==> src/rtl/fetch_stall_sequencer.sv <==
// Fetch-side stall sequencer: owns PC and the IF/ID register, and turns hazard-unit stall requests into bubbles.
// Build option STALL_PERF_EN adds the StallCycles/RedirectCount performance counters.
`ifndef STALL_OPCODE
`define STALL_OPCODE 6'b111111
`endif

module fetch_stall_sequencer #(
   parameter logic [31:0] RESET_PC     = 32'h0000_0000,
   parameter logic [31:0] BUBBLE_INSTR = {`STALL_OPCODE, 26'b0}
) (
   input  logic        CLK,
   input  logic        RESET,
   input  logic        StallReq,
   input  logic [31:0] StallCountReq,
   input  logic        Redirect,
   input  logic [31:0] RedirectPC,
   input  logic [31:0] FetchInstr,
   output logic [31:0] PC,
   output logic [31:0] IDInstr,
   output logic        StallFb,
   output logic [31:0] StallCountFb,
   output logic        Busy
`ifdef STALL_PERF_EN
   ,
   output logic [31:0] StallCycles,
   output logic [15:0] RedirectCount
`endif
);

   localparam logic [1:0] ST_RUN   = 2'd0;
   localparam logic [1:0] ST_COUNT = 2'd1;
   localparam logic [1:0] ST_WAIT  = 2'd2;

   logic [1:0]  state_q, state_d;
   logic [31:0] pc_q, pc_d;
   logic [31:0] id_q, id_d;
   logic        fb_q, fb_d;
   logic [31:0] cfb_q, cfb_d;
   logic [31:0] cnt_q, cnt_d;
   logic [5:0]  opcode;
   logic [5:0]  funct;
   logic        is_ctrl;

   assign opcode = id_q[31:26];
   assign funct  = id_q[5:0];

   // beq, bne, j, jal, or R-type jr
   assign is_ctrl = (opcode == 6'b000100) || (opcode == 6'b000101) ||
                    (opcode == 6'b000010) || (opcode == 6'b000011) ||
                    ((opcode == 6'b000000) && (funct == 6'b001000));

   always_comb begin
      state_d = state_q;
      pc_d    = pc_q;
      id_d    = id_q;
      fb_d    = fb_q;
      cfb_d   = cfb_q;
      cnt_d   = cnt_q;
      if (Redirect) begin
         pc_d    = RedirectPC;
         id_d    = BUBBLE_INSTR;
         fb_d    = 1'b0;
         cfb_d   = 32'h0;
         state_d = ST_RUN;
      end else begin
         case (state_q)
            ST_RUN: begin
               if (StallReq) begin
                  id_d = BUBBLE_INSTR;
                  if (is_ctrl && (StallCountReq != 32'h0)) begin
                     cnt_d   = StallCountReq;
                     fb_d    = 1'b1;
                     cfb_d   = StallCountReq;
                     state_d = ST_COUNT;
                  end else if (is_ctrl) begin
                     fb_d    = 1'b1;
                     cfb_d   = 32'h0;
                     state_d = ST_WAIT;
                  end else begin
                     fb_d  = 1'b0;
                     cfb_d = 32'h0;
                  end
               end else begin
                  pc_d = pc_q + 32'd4;
                  id_d = FetchInstr;
               end
            end
            ST_COUNT: begin
               id_d = BUBBLE_INSTR;
               // PC was never advanced, so leaving here resumes fall-through fetch
               if (cnt_q <= 32'd1) begin
                  fb_d    = 1'b0;
                  cfb_d   = 32'h0;
                  state_d = ST_RUN;
               end else begin
                  cnt_d = cnt_q - 32'd1;
                  cfb_d = cnt_q - 32'd1;
               end
            end
            ST_WAIT: begin
               id_d = BUBBLE_INSTR;
            end
            default: begin
               state_d = ST_RUN;
            end
         endcase
      end
   end

   always_ff @(posedge CLK or posedge RESET) begin
      if (RESET) begin
         state_q <= ST_RUN;
         pc_q    <= RESET_PC;
         id_q    <= 32'h0;
         fb_q    <= 1'b0;
         cfb_q   <= 32'h0;
         cnt_q   <= 32'h0;
      end else begin
         state_q <= state_d;
         pc_q    <= pc_d;
         id_q    <= id_d;
         fb_q    <= fb_d;
         cfb_q   <= cfb_d;
         cnt_q   <= cnt_d;
      end
   end

   assign PC           = pc_q;
   assign IDInstr      = id_q;
   assign StallFb      = fb_q;
   assign StallCountFb = cfb_q;
   assign Busy         = (state_q != ST_RUN);

`ifdef STALL_PERF_EN
   logic [31:0] stall_cycles_q, stall_cycles_d;
   logic [15:0] redirect_count_q, redirect_count_d;

   // A bubble is written on every edge except a plain RUN advance
   always_comb begin
      stall_cycles_d   = stall_cycles_q;
      redirect_count_d = redirect_count_q;
      if (Redirect || StallReq || (state_q != ST_RUN)) begin
         stall_cycles_d = stall_cycles_q + 32'd1;
      end
      if (Redirect) begin
         redirect_count_d = redirect_count_q + 16'd1;
      end
   end

   always_ff @(posedge CLK or posedge RESET) begin
      if (RESET) begin
         stall_cycles_q   <= 32'h0;
         redirect_count_q <= 16'h0;
      end else begin
         stall_cycles_q   <= stall_cycles_d;
         redirect_count_q <= redirect_count_d;
      end
   end

   assign StallCycles   = stall_cycles_q;
   assign RedirectCount = redirect_count_q;
`endif

endmodule

==> config.mk <==
export PLATFORM = sky130hd
export DESIGN_NAME = fetch_stall_sequencer
export DESIGN_NICKNAME = d
export VERILOG_FILES = /design/src/rtl/fetch_stall_sequencer.sv
export SDC_FILE = /design/constraint.sdc
export NUM_CORES = 1
export LEC_CHECK = 0
export ABC_AREA = 0
export ABC_CLOCK_PERIOD_IN_PS = 4200
export BUFFER_PORTS_ARGS = -buffer_cell sky130_fd_sc_hd__buf_4
export CAP_MARGIN = 20
export CORE_ASPECT_RATIO = 1.75
export CORE_MARGIN = 1.5
export CORE_UTILIZATION = 53
export CTS_CLUSTER_DIAMETER = 50
export DETAILED_ROUTE_END_ITERATION = 16
export HOLD_SLACK_MARGIN = 0.15
export PLACE_DENSITY = 0.87
export SYNTH_ARGS = -nofsm -noshare
export SYNTH_HDL_FRONTEND = slang
export SYNTH_SLANG_ARGS = --single-unit
==> constraint.sdc <==
create_clock -name CLK -period 4.2 [get_ports CLK]
set_input_delay 0.21 -clock CLK [delete_from_list [all_inputs] [get_ports CLK]]
set_output_delay 0.21 -clock CLK [all_outputs]
set_load 0.05 [all_outputs]
**After elaboration in Yosys (flattened, before gate mapping)**

Index checks and enable logic that the tools add are counted.

- Add/sub/neg operators: 2
- Equal/unequal tests: 15
- $lt $le $gt $ge: 1
- Bitwise gates (word level): 1
- Reduce and logical (&&, ||, !) cells: 20
- Mux-type cells: 27

Operators with widths:

| operator | count |
|---|---|
| $mux W32 | 12 |
| $pmux W32 S2 | 3 |
| $add A32 B3 Y32 const B | 1 |
| $le A32 B1 Y1 const B | 1 |
| $reduce_bool A32 Y1 | 1 |
| $sub A32 B1 Y32 const B | 1 |
| $eq A6 B2 Y1 const B | 2 |
| $eq A6 B3 Y1 const B | 2 |
| $mux W2 | 5 |
| $ne A2 B2 Y1 const B | 4 |
| $eq A6 B4 Y1 const B | 1 |
| $logic_not A6 Y1 | 1 |
| $ne A3 B3 Y1 const B | 2 |
| $pmux W2 S3 | 1 |
| $reduce_bool A2 Y1 | 3 |
| $reduce_bool A3 Y1 | 2 |
| $mux W1 | 5 |
| $reduce_and A5 Y1 | 1 |
| $logic_or A1 B1 Y1 | 4 |
| $ne A4 B4 Y1 const B | 1 |
| $reduce_and A2 Y1 | 2 |
| $reduce_and A4 Y1 | 1 |
| $reduce_and A3 Y1 | 1 |
| $eq A2 B1 Y1 const B | 1 |
| other kinds (7) | 8 |

- Bits in registers: 131
- Logic and storage cells: 72
- Output and inout bits: 98

**Depth between registers and ports, before layout**

- Depth after elaboration: 10
- Depth in mapped cells: 10

**Worst setup path before layout**

Ideal clock, no wire load.

- Kind: reg-to-reg
- Start point: register id_q[28] (netlist: IDInstr[28])
- End point: register cfb_q[29] (netlist: StallCountFb[29])
- Arrival: 2.383 ns
- Period minus slack after synthesis: 2.460 ns
- Path slack: 1.740 ns
- Buffers on the path: 1
- Stages on the path, launching flop included: 7
- Library setup time: 0.076 ns
- Path through: dfrtp_1 > a2111oi_0 > nand2_1 > nor4_1 > clkbuf_1 > a22oi_1 > o21ai_1

- Cells in the longest elaborated chain, start to end: 10
- Elaborated cells between the ends (all ways): 15
- Classes of those cells: eq/ne: 4; mux: 4; reduce/logical: 7

RTL lines:

| element | line | RTL |
|---|---|---|
| start, declared | 36 | `logic [31:0] id_q, id_d;` |
| start signal, assigned | 121 | `id_q <= id_d;` |
| $eq A6 B3 Y1 | 48 | `assign is_ctrl = (opcode == 6'b000100) \|\| (opcode == 6'b000101) \|\|` |
| $logic_or A1 B1 Y1 (2 in a row) | 48 |  |
| $logic_or A1 B1 Y1 | 49 | `(opcode == 6'b000010) \|\| (opcode == 6'b000011) \|\|` |
| $logic_or A1 B1 Y1 * | 49 |  |
| $logic_and A1 B1 Y1 * | 70 | `if (is_ctrl && (StallCountReq != 32'h0)) begin` |
| $mux W32 * | 70 |  |
| $mux W32 * | 68 | `if (StallReq) begin` |
| $pmux W32 S2 * | 66 | `case (state_q)` |
| $mux W32 * | 59 | `if (Redirect) begin` |
| end signal, assigned | 116 | `cfb_q <= 32'h0;` |
| end signal, assigned | 123 | `cfb_q <= cfb_d;` |
| end, declared | 38 | `logic [31:0] cfb_q, cfb_d;` |

Mark *: on every way between the ends. The rest lies on a longest branch, timed or not. The select of a mux whose other input is x is not followed.
A chain may end at the register's enable or synchronous reset.

**Worst setup path in the final report**

- Start point: input port StallCountReq[24]
- End point: register cnt_q[31]

- Cells in the longest elaborated chain, start to end: 4

RTL lines:

| element | line | RTL |
|---|---|---|
| start, declared | 14 | `input logic [31:0] StallCountReq,` |
| $reduce_bool A32 Y1 | 70 |  |
| $logic_and A1 B1 Y1 | 70 |  |
| $ne A2 B2 Y1 (no source line) | - |  |
| $reduce_and A5 Y1 (no source line) | - |  |
| end signal, assigned | 124 | `cnt_q <= cnt_d;` |
| end, declared | 39 | `logic [31:0] cnt_q, cnt_d;` |

Every way passes these cells.

==> impl_metrics.sql <==
INSERT INTO impl_metrics (metric_group, metric, value, unit) VALUES
('outcome', 'run_status', 'finished, final reports clean', ''),
('yosys', 'synthesis.area', '6954', 'sq um'),
('placement', 'buffer_ports.inserted', '197', ''),
('power_and_ir_drop', 'p_per_area', '346.2', 'nW/um^2'),
('floorplan', 'start_util', '0.5404', ''),
('routing', 'post_drt_wl_per_cell', '21.78', 'um'),
('critical_path', 'worst_setup_path_end_kind', 'flop', ''),
('global_route', 'grt_first_pass_wirelength', '40250', 'um'),
('floorplan', 'core_area', '12870', 'sq um'),
('yosys', 'asyncSetResetFlopFracSynth', '1.000', ''),
('critical_path', 'critical_path_class', 'input port to flop', ''),
('yosys', 'syn_inst', '738', ''),
('critical_path', 'r2r_setup_slack', '1.25', 'ns'),
('routing', 'drtIter0Drc', '788', ''),
('floorplan', 'die-area', '13840', 'sq um'),
('power_and_ir_drop', 'swShare', '0.3035', ''),
('clocking', 'clk-insertion-delay-late', '0.44', 'ns'),
('critical_path', 'worstReg2RegEnd', 'cnt_q[29]$_DFFE_PP0P_', ''),
('power_and_ir_drop', 'combinationalPowerShare', '0.159', ''),
('critical_path', 'setup.worst_path.start_class', 'input port', ''),
('routing', 'detail_route.drc_violations', '0', ''),
('cells_and_area', 'multiInputGateArea', '3435', 'sq um'),
('clocking', 'cts_htree_levels', '4', ''),
('routing', 'drt-pass1-iter-count', '8', ''),
('critical_path', 'path_max_fanout', '7', ''),
('cells_and_area', 'finalCoreUtilization', '0.7869', ''),
('clocking', 'clk_root_buffer_cell', 'sky130_fd_sc_hd__clkbuf_16', ''),
('critical_path', 'cp.arrival', '3.40', 'ns'),
('power_and_ir_drop', 'clock_share_of_power', '0.450', ''),
('yosys', 'yosysUniqueCellTypes', '58', ''),
('cells_and_area', 'flow.area_growth_from_synthesis', '45.61', '%'),
('yosys', 'seq_area_frac_synth', '0.4714', ''),
('sta', 'layout_setup_ws', '1.111', 'ns'),
('power_and_ir_drop', 'leakagePower', '4.485', 'nW'),
('sta', 'timing_worst_slew_pin_value', '1.045', 'ns'),
('global_route', 'grt_pass1_vias', '7706', ''),
('routing', 'routed_wirelength', '26050', 'um'),
('sta', 'final_max_slew_viol_count', '0', ''),
('yosys', 'synth_edf_count', '0', ''),
('yosys', 'synthesis.nets', '844', ''),
('cells_and_area', 'filler_cell_count', '754', ''),
('cells_and_area', 'number_of_nets_in_the_final_layout', '1116', ''),
('floorplan', 'floorplan.die.height', '154.5', 'um'),
('placement', 'placedInstanceArea', '8536', 'sq um'),
('cells_and_area', 'final_design_instance_area_without_fill', '10130', 'sq um'),
('flow_run', 'max-cap-violations', '0', ''),
('global_route', 'antenna_violations_before_repair', '2', ''),
('yosys', 'ys_top_cells_by_area', 'sky130_fd_sc_hd__dfrtp_1, sky130_fd_sc_hd__o21ai_0, sky130_fd_sc_hd__nand2_1', ''),
('critical_path', 'worst-r2r-cell-count', '6', ''),
('yosys', 'synth_commonest_cells', 'sky130_fd_sc_hd__dfrtp_1, sky130_fd_sc_hd__nand2_1, sky130_fd_sc_hd__o21ai_0', ''),
('yosys', 'syn_area_per_cell', '9.423', 'sq um'),
('floorplan', 'die_width', '89.59', 'um'),
('routing', 'number_of_routed_nets_with_antenna_violations', '0', ''),
('cells_and_area', 'final_layout_size_suffix_gt1_frac', '0.2571', ''),
('worst_hold_path', 'hold_path_class', 'input port to flop', ''),
('placement', 'dp_slack', '1.366', 'ns'),
('power_and_ir_drop', 'finalPower', '3.506', 'mW'),
('worst_hold_path', 'worstHoldPathCells', '4', ''),
('routing', 'route.detailed.vias_per_inst', '6.341', ''),
('yosys', 'synth_seq_cells', '131', ''),
('power_and_ir_drop', 'p_sw', '1.064', 'mW'),
('sta', 'timing.fmax', '323.8', 'MHz'),
('global_route', 'grt_overflow', '0', ''),
('clocking', 'cts.clk_slew.worst_paths', '0.07', 'ns'),
('sta', 'final_hold_viol_count', '0', ''),
('power_and_ir_drop', 'internal-power', '2.442', 'mW'),
('floorplan', 'placementRows', '55', ''),
('sta', 'final.setup_skew', '0.02496', 'ns'),
('yosys', 'synth_flop_cell', 'sky130_fd_sc_hd__dfrtp_1', ''),
('sta', 'rsz0062_at_grt', 'no', ''),
('clocking', 'tritoncts.num_buffers', '17', '');
==> worst max-delay path by stage <==
stage,from,endpoint,cells after the start
floorplan,RESET,IDInstr[0]$_DFFE_PP0P_,1
global placement,StallCountReq[0],cnt_q[31]$_DFFE_PP0P_,7
detailed placement,StallCountReq[24],cnt_q[31]$_DFFE_PP0P_,7
CTS,StallCountReq[24],cnt_q[31]$_DFFE_PP0P_,8
global route,StallCountReq[24],cnt_q[31]$_DFFE_PP0P_,8
finish,StallCountReq[24],cnt_q[31]$_DFFE_PP0P_,8
==> metrics by stage <==
stage,cells,hold WS (ns)
final,1196,0.2067
after global routing,1195,0.2244
after CTS,1194,0.2037
after detailed placement,1065,0.4232
after global placement,1065,0.4115
after floorplan,738,0.3268
==> flip-flops by register name, indices dropped and copies added, names as in the netlist <==
register / flops
IDInstr: 32
PC: 32
StallCountFb: 32
cnt_q: 32
state_q: 2
StallFb: 1
==> power by group through the flow <==
stage | registers, mW | clock network (mW) | logic (mW)
2_1_floorplan | 1.52 | 0 | 0.126
3_5_place_dp | 1.38 | 0 | 0.457
3_3_place_gp | 1.38 | 0 | 0.453
5_1_grt | 1.37 | 1.64 | 0.587
6_report | 1.37 | 1.58 | 0.558
4_1_cts | 1.36 | 1.56 | 0.536
==> cell families (layout without fill, tap and decap cells) <==
family | Yosys count | count (layout) | synth area share
XOR/XNOR | 57 | 57 | 0.07179
flip-flops | 131 | 131 | 0.4714
multiplexers | 7 | 7 | 0.01151
buffers and inverters | 65 | 350 | 0.03886
AO/OA/AOI/OAI | 241 | 241 | 0.2254
adder cells (fa/ha/maj) | 6 | 6 | 0.01079
other | 0 | 2 | 0
AND/OR/NAND/NOR | 231 | 231 | 0.1702
==> cell usage in the layout (no fill, tap or decap), drive strengths merged, types with 3 or more instances in the layout <==
cell type and count:
a21oi 48, a221o 5, a22o 28, a22oi 32, a31oi 7, and3 7
and4 5, buf 207, clkbuf 17, dfrtp 131, dlygate4sd3 97, ha 6
inv 23, mux2 5, nand2 78, nand2b 3, nand3 17, nand4 18
nor2 41, nor3 15, nor4 17, o21ai 77, o22a 8, o22ai 15
o31ai 8, or2 3, or3 8, or4 8, xnor2 28, xor2 29
==> repair_timing <==
item | CTS | global route
hold buffers | 97 | 0
gates resized for setup | 0 | 0
endpoints found under the hold margin | 175 | 0
==> critical path, stage by stage <==
cell,delay (ns)
sky130_fd_sc_hd__dlygate4sd3_1,0.56
sky130_fd_sc_hd__buf_4,0.16
sky130_fd_sc_hd__nor4_1,0.62
sky130_fd_sc_hd__nand4_1,0.20
sky130_fd_sc_hd__nor2_1,0.51
sky130_fd_sc_hd__a2bb2oi_1,0.66
sky130_fd_sc_hd__a21oi_4,0.13
sky130_fd_sc_hd__mux2_1,0.34
==> layer usage <==
metal	up-vias	GRT usage	wire (um)
met2	512	0.6507	13760
met1	3640	0.4041	8719
met5	-	0	0
met3	157	0.08751	1676
li1	3275	-	-
met4	0	0.2733	1894
==> final cells by class <==
class	count	area share
multi-input cells	542	0.3392
flip-flops and latches	131	0.3237
repair buffers	304	0.2494
clock buffers	17	0.04201
well taps	171	0.02113
clock inverters	15	0.01866
inverters	14	0.005437
diodes	2	0.0004943
Note: power is estimated with default switching activity, not from simulation.
